[src/rtl/taadda_io_pkg.sv]
`default_nettype none
// ============================================================================
// Module   : taadda_io_pkg
// Brief    : Shared widths and constants for the TAADDA host I/O responder.
// Revision : 1.0 - initial release
// ============================================================================
package taadda_io_pkg;

   localparam int                BYTE_W        = 8;
   localparam int                DEFAULT_DEPTH = 16;
   localparam logic [BYTE_W-1:0] IDLE_BYTE     = 8'h00;

endpackage
`default_nettype wire

[src/rtl/taadda_byte_fifo.sv]
`default_nettype none
// ============================================================================
// Module   : taadda_byte_fifo
// Brief    : Show-ahead byte FIFO with registered storage, pointers and count.
// Revision : 1.0 - initial release
// ============================================================================
module taadda_byte_fifo
   import taadda_io_pkg::*;
#(
   parameter int DEPTH = DEFAULT_DEPTH,
   parameter int CW    = $clog2(DEPTH) + 1
) (
   input  logic              clk,
   input  logic              rst,
   input  logic              push,
   input  logic              pop,
   input  logic [BYTE_W-1:0] din,
   output logic [BYTE_W-1:0] head,
   output logic              full,
   output logic              empty,
   output logic [CW-1:0]     count
);

   localparam int AW = $clog2(DEPTH);

   logic [BYTE_W-1:0] mem_q [DEPTH];
   logic [BYTE_W-1:0] mem_d [DEPTH];
   logic [AW-1:0]     wr_ptr_q, wr_ptr_d;
   logic [AW-1:0]     rd_ptr_q, rd_ptr_d;
   logic [CW-1:0]     count_q, count_d;
   logic              do_push, do_pop;

   assign full  = (count_q == CW'(DEPTH));
   assign empty = (count_q == '0);
   assign head  = mem_q[rd_ptr_q];
   assign count = count_q;

   // A push into a full FIFO only lands when the head leaves in the same cycle.
   always_comb begin
      do_pop   = pop & ~empty;
      do_push  = push & (~full | do_pop);
      mem_d    = mem_q;
      wr_ptr_d = wr_ptr_q;
      rd_ptr_d = rd_ptr_q;
      count_d  = count_q;
      if (do_push) begin
         mem_d[wr_ptr_q] = din;
         wr_ptr_d        = wr_ptr_q + AW'(1);
      end
      if (do_pop) begin
         rd_ptr_d = rd_ptr_q + AW'(1);
      end
      case ({do_push, do_pop})
         2'b10:   count_d = count_q + CW'(1);
         2'b01:   count_d = count_q - CW'(1);
         default: count_d = count_q;
      endcase
   end

   always_ff @(posedge clk) begin
      if (!rst) begin
         for (int i = 0; i < DEPTH; i++) begin
            mem_q[i] <= '0;
         end
         wr_ptr_q <= '0;
         rd_ptr_q <= '0;
         count_q  <= '0;
      end else begin
         mem_q    <= mem_d;
         wr_ptr_q <= wr_ptr_d;
         rd_ptr_q <= rd_ptr_d;
         count_q  <= count_d;
      end
   end

endmodule
`default_nettype wire

[src/rtl/taadda_io_responder.sv]
`default_nettype none
// ============================================================================
// Module   : taadda_io_responder
// Brief    : Host-side responder feeding and draining the TAADDA core I/O port.
// Revision : 1.0 - initial release
// ============================================================================
module taadda_io_responder
   import taadda_io_pkg::*;
#(
   parameter int DEPTH = DEFAULT_DEPTH,
   parameter int CW    = $clog2(DEPTH) + 1
) (
   input  logic              clk,
   input  logic              rst,
   input  logic              arch_input_enable,
   output logic [BYTE_W-1:0] arch_input_value,
   input  logic              arch_output_enable,
   input  logic [BYTE_W-1:0] arch_output_value,
   input  logic              in_valid,
   input  logic [BYTE_W-1:0] in_data,
   output logic              in_ready,
   output logic              out_valid,
   output logic [BYTE_W-1:0] out_data,
   input  logic              out_ready,
   output logic [CW-1:0]     in_count,
   output logic [CW-1:0]     out_count,
   output logic              underflow,
   output logic              overflow,
   input  logic              status_clr
);

   logic              in_push, in_pop, in_full, in_empty;
   logic              out_push, out_pop, out_full, out_empty;
   logic [BYTE_W-1:0] in_head, out_head;
   logic              underflow_q, underflow_d;
   logic              overflow_q, overflow_d;

   // The core cannot stall: reads of an empty FIFO and refused writes only raise flags.
   always_comb begin
      in_ready         = ~in_full;
      in_push          = in_valid & ~in_full;
      in_pop           = arch_input_enable & ~in_empty;
      arch_input_value = in_empty ? IDLE_BYTE : in_head;

      out_valid        = ~out_empty;
      out_data         = out_empty ? IDLE_BYTE : out_head;
      out_pop          = out_valid & out_ready;
      out_push         = arch_output_enable & (~out_full | out_pop);

      underflow_d      = underflow_q | (arch_input_enable & in_empty);
      overflow_d       = overflow_q | (arch_output_enable & ~out_push);
      if (status_clr) begin
         underflow_d = 1'b0;
         overflow_d  = 1'b0;
      end
   end

   always_ff @(posedge clk) begin
      if (!rst) begin
         underflow_q <= 1'b0;
         overflow_q  <= 1'b0;
      end else begin
         underflow_q <= underflow_d;
         overflow_q  <= overflow_d;
      end
   end

   assign underflow = underflow_q;
   assign overflow  = overflow_q;

   taadda_byte_fifo #(.DEPTH(DEPTH), .CW(CW)) u_in_fifo (
      .clk   (clk),
      .rst   (rst),
      .push  (in_push),
      .pop   (in_pop),
      .din   (in_data),
      .head  (in_head),
      .full  (in_full),
      .empty (in_empty),
      .count (in_count)
   );

   taadda_byte_fifo #(.DEPTH(DEPTH), .CW(CW)) u_out_fifo (
      .clk   (clk),
      .rst   (rst),
      .push  (out_push),
      .pop   (out_pop),
      .din   (arch_output_value),
      .head  (out_head),
      .full  (out_full),
      .empty (out_empty),
      .count (out_count)
   );

endmodule
`default_nettype wire

[config.mk]
export PLATFORM = sky130hd
export DESIGN_NAME = taadda_io_responder
export DESIGN_NICKNAME = d
export VERILOG_FILES = /design/src/rtl/taadda_io_pkg.sv /design/src/rtl/taadda_byte_fifo.sv /design/src/rtl/taadda_io_responder.sv
export SDC_FILE = /design/constraint.sdc
export NUM_CORES = 1
export LEC_CHECK = 0
export BUFFER_PORTS_ARGS = -buffer_cell sky130_fd_sc_hd__buf_2
export CAP_MARGIN = 10
export CORE_UTILIZATION = 50
export CTS_BUF_LIST = sky130_fd_sc_hd__clkbuf_8
export DETAILED_ROUTE_END_ITERATION = 8
export PLACE_DENSITY_LB_ADDON = 0.05
export SYNTH_ARGS = -nofsm -noshare
export SYNTH_HDL_FRONTEND = slang
export SYNTH_SLANG_ARGS = --single-unit
[constraint.sdc]
create_clock -name clk -period 6.15 [get_ports clk]
set_input_delay 1.5375 -clock clk [delete_from_list [all_inputs] [get_ports clk]]
set_output_delay 1.5375 -clock clk [all_outputs]
set_load 0.02 [all_outputs]
# Yosys cells after proc, flatten, opt, wreduce, memory -nomap -nowiden
# Index checks and enable logic that the tools add are counted.
# Widths: inputs -> output; s select.
word_totals:
  reg_bits: 284
  mem_count: 0
  out_inout_bits: 30
  latchBits: 0
  word_cells: 108
  mem_bits_rw: 0
  inputBits: 23
  rom_bits: 0
op_classes:
  div_mod_pow: 0
  reduce_logical: 7
  n_mul: 0
  shifts: 0
  bitwise_logic: 25
  n_mux: 16
  add_sub_neg: 8
  magnitude_cmp: 6
  n_eq_ne: 6
ops:
  columns: ["cell", "n"]
  rows:
  - ["$bwmux 128", 2]
  - ["$bmux 8 s4", 2]
  - ["$demux 8 s4", 2]
  - ["$mux 8", 8]
  - ["$ge 5x5->1 const B", 4]
  - ["$not 4->5", 4]
  - ["$pmux 5 s2", 2]
  - ["$add 4x1->4 const B", 4]
  - ["$add 5x1->5 const B", 2]
  - ["$and 1x1->1", 10]
  - ["$eq 5x5->1 const B", 2]
  - ["$logic_not 5->1", 2]
  - ["$lt 5x1->1 const B", 2]
  - ["$sub 5x1->5 const B", 2]
  - ["$not 1->1", 6]
  - ["$or 1x1->1", 5]
  - ["$eq 2x1->1 const B", 2]
  - ["$eq 2x2->1 const B", 2]
  - ["$reduce_bool 2->1", 2]
  - ["$logic_and 1x1->1", 2]
  - ["$reduce_or 2->1", 1]

# Logic depth before layout (Yosys ltp)
depth:
  ltp_word: 8
  mapped_depth: 12
  ltp_nobuf: 10

# Hierarchy
# Synthesis repeated with hierarchy kept, for this count alone.
unflattened:
  hier_cells: 1251
  area_unflattened_um2: 12924.9
by_module_without_submodules:
  columns: ["module", "cells_each", "seq_area_each_um2", "n_inst", "area_per_inst_um2"]
  rows:
  - ["taadda_byte_fifo at u_out_fifo", 622, 2822.7, 1, 6374.9]
  - ["taadda_byte_fifo at u_in_fifo", 599, 2822.7, 1, 6319.8]
  - ["taadda_io_responder", 30, 40.0, 1, 230.2]

# Worst setup path after synthesis
# No wires, ideal clock.
synth_timing:
  path_type: "input to register"
  from: "input out_ready"
  to: "register u_out_fifo.count_q[4], in the netlist u_out_fifo.count[4]"
  path_stages: 10
  setup_time_ns: 0.134
  slack_ns: 2.074
  t_required_ns: 6.016
  n_path_buf: 1
  arrival_ns: 3.942
  cell_sequence: "nand2b_1 -> o21ai_2 -> ha_1 -> buf_2 -> xor2_1 -> ha_1 -> a21o_1 -> o311ai_0 -> nor3_1 -> or4_1"
synth_via:
  elab_chain_len: 6
  word_cells_on_any_way: 10
  classes_between: "2 x eq/ne; 1 x mux; 6 x bitwise; 1 x reduce/logical"
synth_rtl:
  columns: ["element", "line", "rtl"]
  rows:
  - ["start, declared", "taadda_io_responder.sv:24", "input logic out_ready,"]
  - ["$and 1x1->1 (*)", "taadda_io_responder.sv:47", "out_pop = out_valid & out_ready;"]
  - ["$or 1x1->1 / $and 1x1->1 (equally long branches)", "taadda_io_responder.sv:48, taadda_byte_fifo.sv:40", null]
  - ["$and 1x1->1 / $or 1x1->1 (equally long branches)", "taadda_io_responder.sv:48, taadda_byte_fifo.sv:41", null]
  - ["$and 1x1->1", "taadda_byte_fifo.sv:41", "do_push = push & (~full | do_pop);"]
  - ["$eq 2x1->1 / $eq 2x2->1 (equally long branches)", "taadda_byte_fifo.sv:53", "case ({do_push, do_pop})"]
  - ["$pmux 5 s2 / $reduce_bool 2->1 (equally long branches)", null, null]
  - ["end signal, assigned", "taadda_byte_fifo.sv:72", "count_q <= count_d;"]
  - ["end, declared", "taadda_byte_fifo.sv:30", "logic [CW-1:0] count_q, count_d;"]
# Mark *: on every way between the ends. The rest lies on a longest branch, timed or not.
# A chain may end at the register's enable or synchronous reset.

# Final worst setup path
layout_timing:
  from: "register u_in_fifo.rd_ptr_q[2]"
  to: "output arch_input_value[5]"
layout_via:
  elab_chain_len: 5
layout_rtl:
  columns: ["element", "line", "rtl"]
  rows:
  - ["start, declared", "taadda_byte_fifo.sv:29", "logic [AW-1:0] rd_ptr_q, rd_ptr_d;"]
  - ["start signal, assigned", "taadda_byte_fifo.sv:71", "rd_ptr_q <= rd_ptr_d;"]
  - ["$not 4->5 (not written as such)", "taadda_byte_fifo.sv:35", "assign head = mem_q[rd_ptr_q];"]
  - ["$bmux 8 s4", "taadda_byte_fifo.sv:35", null]
  - ["$mux 8 (not written as such) (2 in series)", "taadda_byte_fifo.sv:35", null]
  - ["$mux 8", "taadda_io_responder.sv:43", "arch_input_value = in_empty ? IDLE_BYTE : in_head;"]
  - ["end, declared", "taadda_io_responder.sv:16", "output logic [BYTE_W-1:0] arch_input_value,"]
# Every way passes these cells. The select of a mux whose other input is x is not followed.

==> results.md <==
Drt:
- The via-per-instance ratio is 5.48.
- The routed layout has 8857 vias.
- The detailed-route DRC error count is 0.
- Summed over all layers, the routed wires come to 29800 um.
- The average routed wire per standard cell is 18.4 um.
- The violation count after the first detailed-routing iteration is 403.
- The detailed-routing iteration count for the pre-antenna-repair pass is 4.
- The post-route antenna net violation count is 0.

Synthesis:
- A synthesized cell averages 11.3 um^2.
- In the synthesized netlist, the cells that appear most often are dfxtp_1, mux2i_1, nand2_1, nor2b_1, mux4_2.
- The number of warnings printed during yosys synthesis is 0.
- The number of nets in the synthesized netlist is 1264.
- Ranked by total cell area, the synthesized netlist is headed by dfxtp_1, mux2i_1, mux4_2, nor2b_1, nand2_1.
- The number of different library cells used by synthesis comes to 53.
- Yosys instantiated no cell more often than dfxtp_1.
- Counting flops with an async set or reset pin after synthesis yields a share of 0%.
- The sequential area share after synthesis is 41.3%.
- The mapped netlist covers 0.0138 mm^2.
- The number of synthesized flops with an enable pin is 0.
- The synthesized design spends more area on one cell type than any other, namely dfxtp_1.
- The top cell type's share of synthesized area is 41.3%.
- The most used flip-flop cell after synthesis is dfxtp_1.
- The synthesized instance count is 1222.
- The flip-flop and latch count after synthesis is 284.

Cells and area:
- The area added between synthesis and finish is 9.31%.
- The layout net count is 1284.
- The repair_antennas step left the layout with diodes totalling 0.
- The count of non-filler cells in the finished layout is 1617.
- The post-route cell area is 0.0150 mm^2.
- Fill cells in the final layout number 2364.
- The ratio of cells with drive above 1 in the final layout is 19.3%.

Clock tree:
- The count of H-tree levels built during CTS is 2.
- The clock drives 284 sinks.
- Counting the buffers created by CTS gives 49.
- The tree is rooted in a clkbuf_8.
- Buffers added to address setup during post-CTS repair amount to 0.
- The clock tree from TritonCTS is done.
- At the later pin of the worst-skew pair, clock insertion delay measures 0.56 ns.
- The clock slew seen by the registers of the worst setup and hold paths is 0.06 ns.
- The cts-stage hold buffer count is 0.
- Once the clock tree was built, the resizer swapped 0 gates to a different size.
- In this run the deepest clock path goes through 3 buffers.

STA:
- Derived from the worst setup path, the maximum achievable clock frequency is 0.217 GHz.
- The worst path uses 74.9% of the clock period.
- The max-slew violation total from the final report is 0.
- Adding up every negative setup slack in the final design gives 0 ns.
- For the pin with the worst max-slew slack, the measured transition is 1.06 ns.
- The maximum clock skew at final layout is 0.00921 ns.
- The final setup violation count is 0.
- The count of final hold-check violations is 0.
- Setup repair after global routing left no endpoint under its margin.
- The headroom to the max-slew limit is 29.5%.
- The shortest period the worst path allows is 4.61 ns.

Global route:
- Global routing used 21.6% of the available tracks.
- The number of antenna violations at the first check in global routing is 0.
- The aggregate global routing overflow is 0.
- The via count of the first global-routing pass was 8976.
- The first global-routing pass estimated 48800 um of wire.
- Entering global routing, the biggest net connects 113 pins.

Die:
- The floorplan step defined a core boundary enclosing 0.0270 mm^2.
- The count of standard-cell rows is 60.
- For this configuration, the core starts out at a cell density of 51.1%.
- The floorplan step defined a die boundary enclosing 0.0282 mm^2.
- The total I/O pin count is 53.
- The die height is 168 um.
- In this run the horizontal extent of the chip is 168 um.

Worst hold path:
- The worst min-delay path class is flip-flop to flip-flop.

Status:
- The run finished with clean final reports.

Critical path:
- STA classifies the critical path endpoint as an output port.
- Traced cell by cell, the critical path runs through buf_4 -> mux4_2 -> mux2_2 -> o21ai_0 -> a21oi_1 -> buf_2.
- The nature of the critical path startpoint is a flip-flop.
- Together, buffers and inverters on the worst path number 2.
- The worst endpoint required time is 4.61 ns.
- The arrival time at the worst endpoint is 3.07 ns.
- The largest individual stage delay along the critical path comes from the cell dfxtp_1.
- The largest stage delay on the critical path is 0.90 ns.
- The family with the most delay on the worst path is flip-flops.
- The startpoint-to-endpoint class of the critical path is flip-flop to output port.
- The largest fanout on the critical path is 15.

Pwr:
- The total leakage power is 0.00486 uW.
- In this run the power density over the cells is 317 mW/mm^2.
- The worst IR drop on VDD is 179 uV.

Job:
- The number of max-capacitance violations reported is 0.

Place:
- The final weighted congestion in routability-driven placement is 0.733.
- Port buffering added 52 buffers.
- The post-detailed-placement cell area is 0.0141 mm^2.
- Once placement completed, the tool counted placed cells totaling 1532.
- The final HPWL from detailed placement is 18700 um.
-- layer usage --
metal	share of wire, %	vias to the layer above	track usage [%]	wire (um)
met5	0	-	0	0
met4	1.5	0	5.35	454
met3	3.4	41	3.46	998
met2	44	129	33.3	13000
met1	51	4316	31.5	15300
li1	-	4371	-	-
-- cell type report --
class                           count  area, um^2  share of cell area [%]
Timing Repair Buffer               60         329                    2.19
Inverter                           14        52.6                   0.349
Sequential cell                   284        5690                    37.8
Multi-Input combinational cell    833        7630                    50.7
Clock buffer                       58         798                    5.31
Tap cell                          341         427                    2.84
Clock inverter                     27         116                   0.773
-- logic make-up after synthesis --
| logic type | count (synthesis) | synth area share, % |
|---|---|---|
| buffers and inverters | 105 | 3.30 |
| AND/OR/NAND/NOR | 372 | 15.1 |
| AO/OA/AOI/OAI | 78 | 6.26 |
| multiplexers | 351 | 31.4 |
| XOR/XNOR | 13 | 0.827 |
| adder cells (fa/ha/maj) | 19 | 1.78 |
| flip-flops | 284 | 41.3 |
-- stage by stage --
| step | power, uW | hold WS [ns] | util [%] | worst slack (ns) |
|---|---|---|---|---|
| 2_1_floorplan | 2970 | 0.432 | - | 2.07 |
| 3_3_place_gp | 3210 | 0.439 | 52.4 | 1.73 |
| 3_5_place_dp | 3210 | 0.443 | 52.4 | 1.68 |
| 4_1_cts | 4850 | 0.454 | 55.8 | 1.46 |
| 5_1_grt | 5030 | 0.467 | 55.8 | 1.33 |
| 6_report | 4780 | 0.452 | 55.8 | 1.54 |
-- worst min-delay path: stages (launching register included) --
cell     delay, ns
dfxtp_1       0.31
nand2_1       0.05
mux2i_1       0.05
-- final timing paths --
path / end / slack (ns) / startpoint / depth (start not counted)
setup / recovery: arch_input_value[5] / 1.54 / u_in_fifo.rd_ptr_q[2]$_SDFFE_PN0P_ / 6
hold / removal: u_out_fifo.mem_q[12]$_SDFFE_PN0P_ / 0.45 / u_out_fifo.mem_q[12]$_SDFFE_PN0P_ / 2
setup reg to reg: u_out_fifo.count[4]$_SDFFE_PN0P_ / 2.41 / u_out_fifo.count[1]$_SDFFE_PN0P_ / 10
hold reg to reg: u_out_fifo.mem_q[12]$_SDFFE_PN0P_ / 0.45 / u_out_fifo.mem_q[12]$_SDFFE_PN0P_ / 2
-- power breakdown --
part | leakage [uW] | switching, uW | internal [uW]
logic | 0.00202 | 631 | 417
registers | 0.00230 | 198 | 1920
clock network | 0.000543 | 762 | 851
-- flip-flops by register name, indices dropped and copies added (netlist names) --
name and flops:
u_in_fifo.rd_ptr_q 4, u_out_fifo.rd_ptr_q 4, overflow 1, underflow 1
u_in_fifo.count 5, u_in_fifo.wr_ptr_q 4, u_out_fifo.count 5, u_out_fifo.wr_ptr_q 4
u_in_fifo.mem_q 128, u_out_fifo.mem_q 128
-- placed cells by master (no fill, tap or decap), types with 16 or more instances in the layout --
master,Yosys,layout
a2111oi_4,16,16
a211oi_1,17,17
buf_2,21,51
clkbuf_8,0,59
dfxtp_1,284,279
ha_1,18,18
inv_1,12,29
mux2i_1,279,279
mux4_2,64,64
nand2_1,155,155
nor2b_1,140,140
Power figures use the tool's default switching activity.
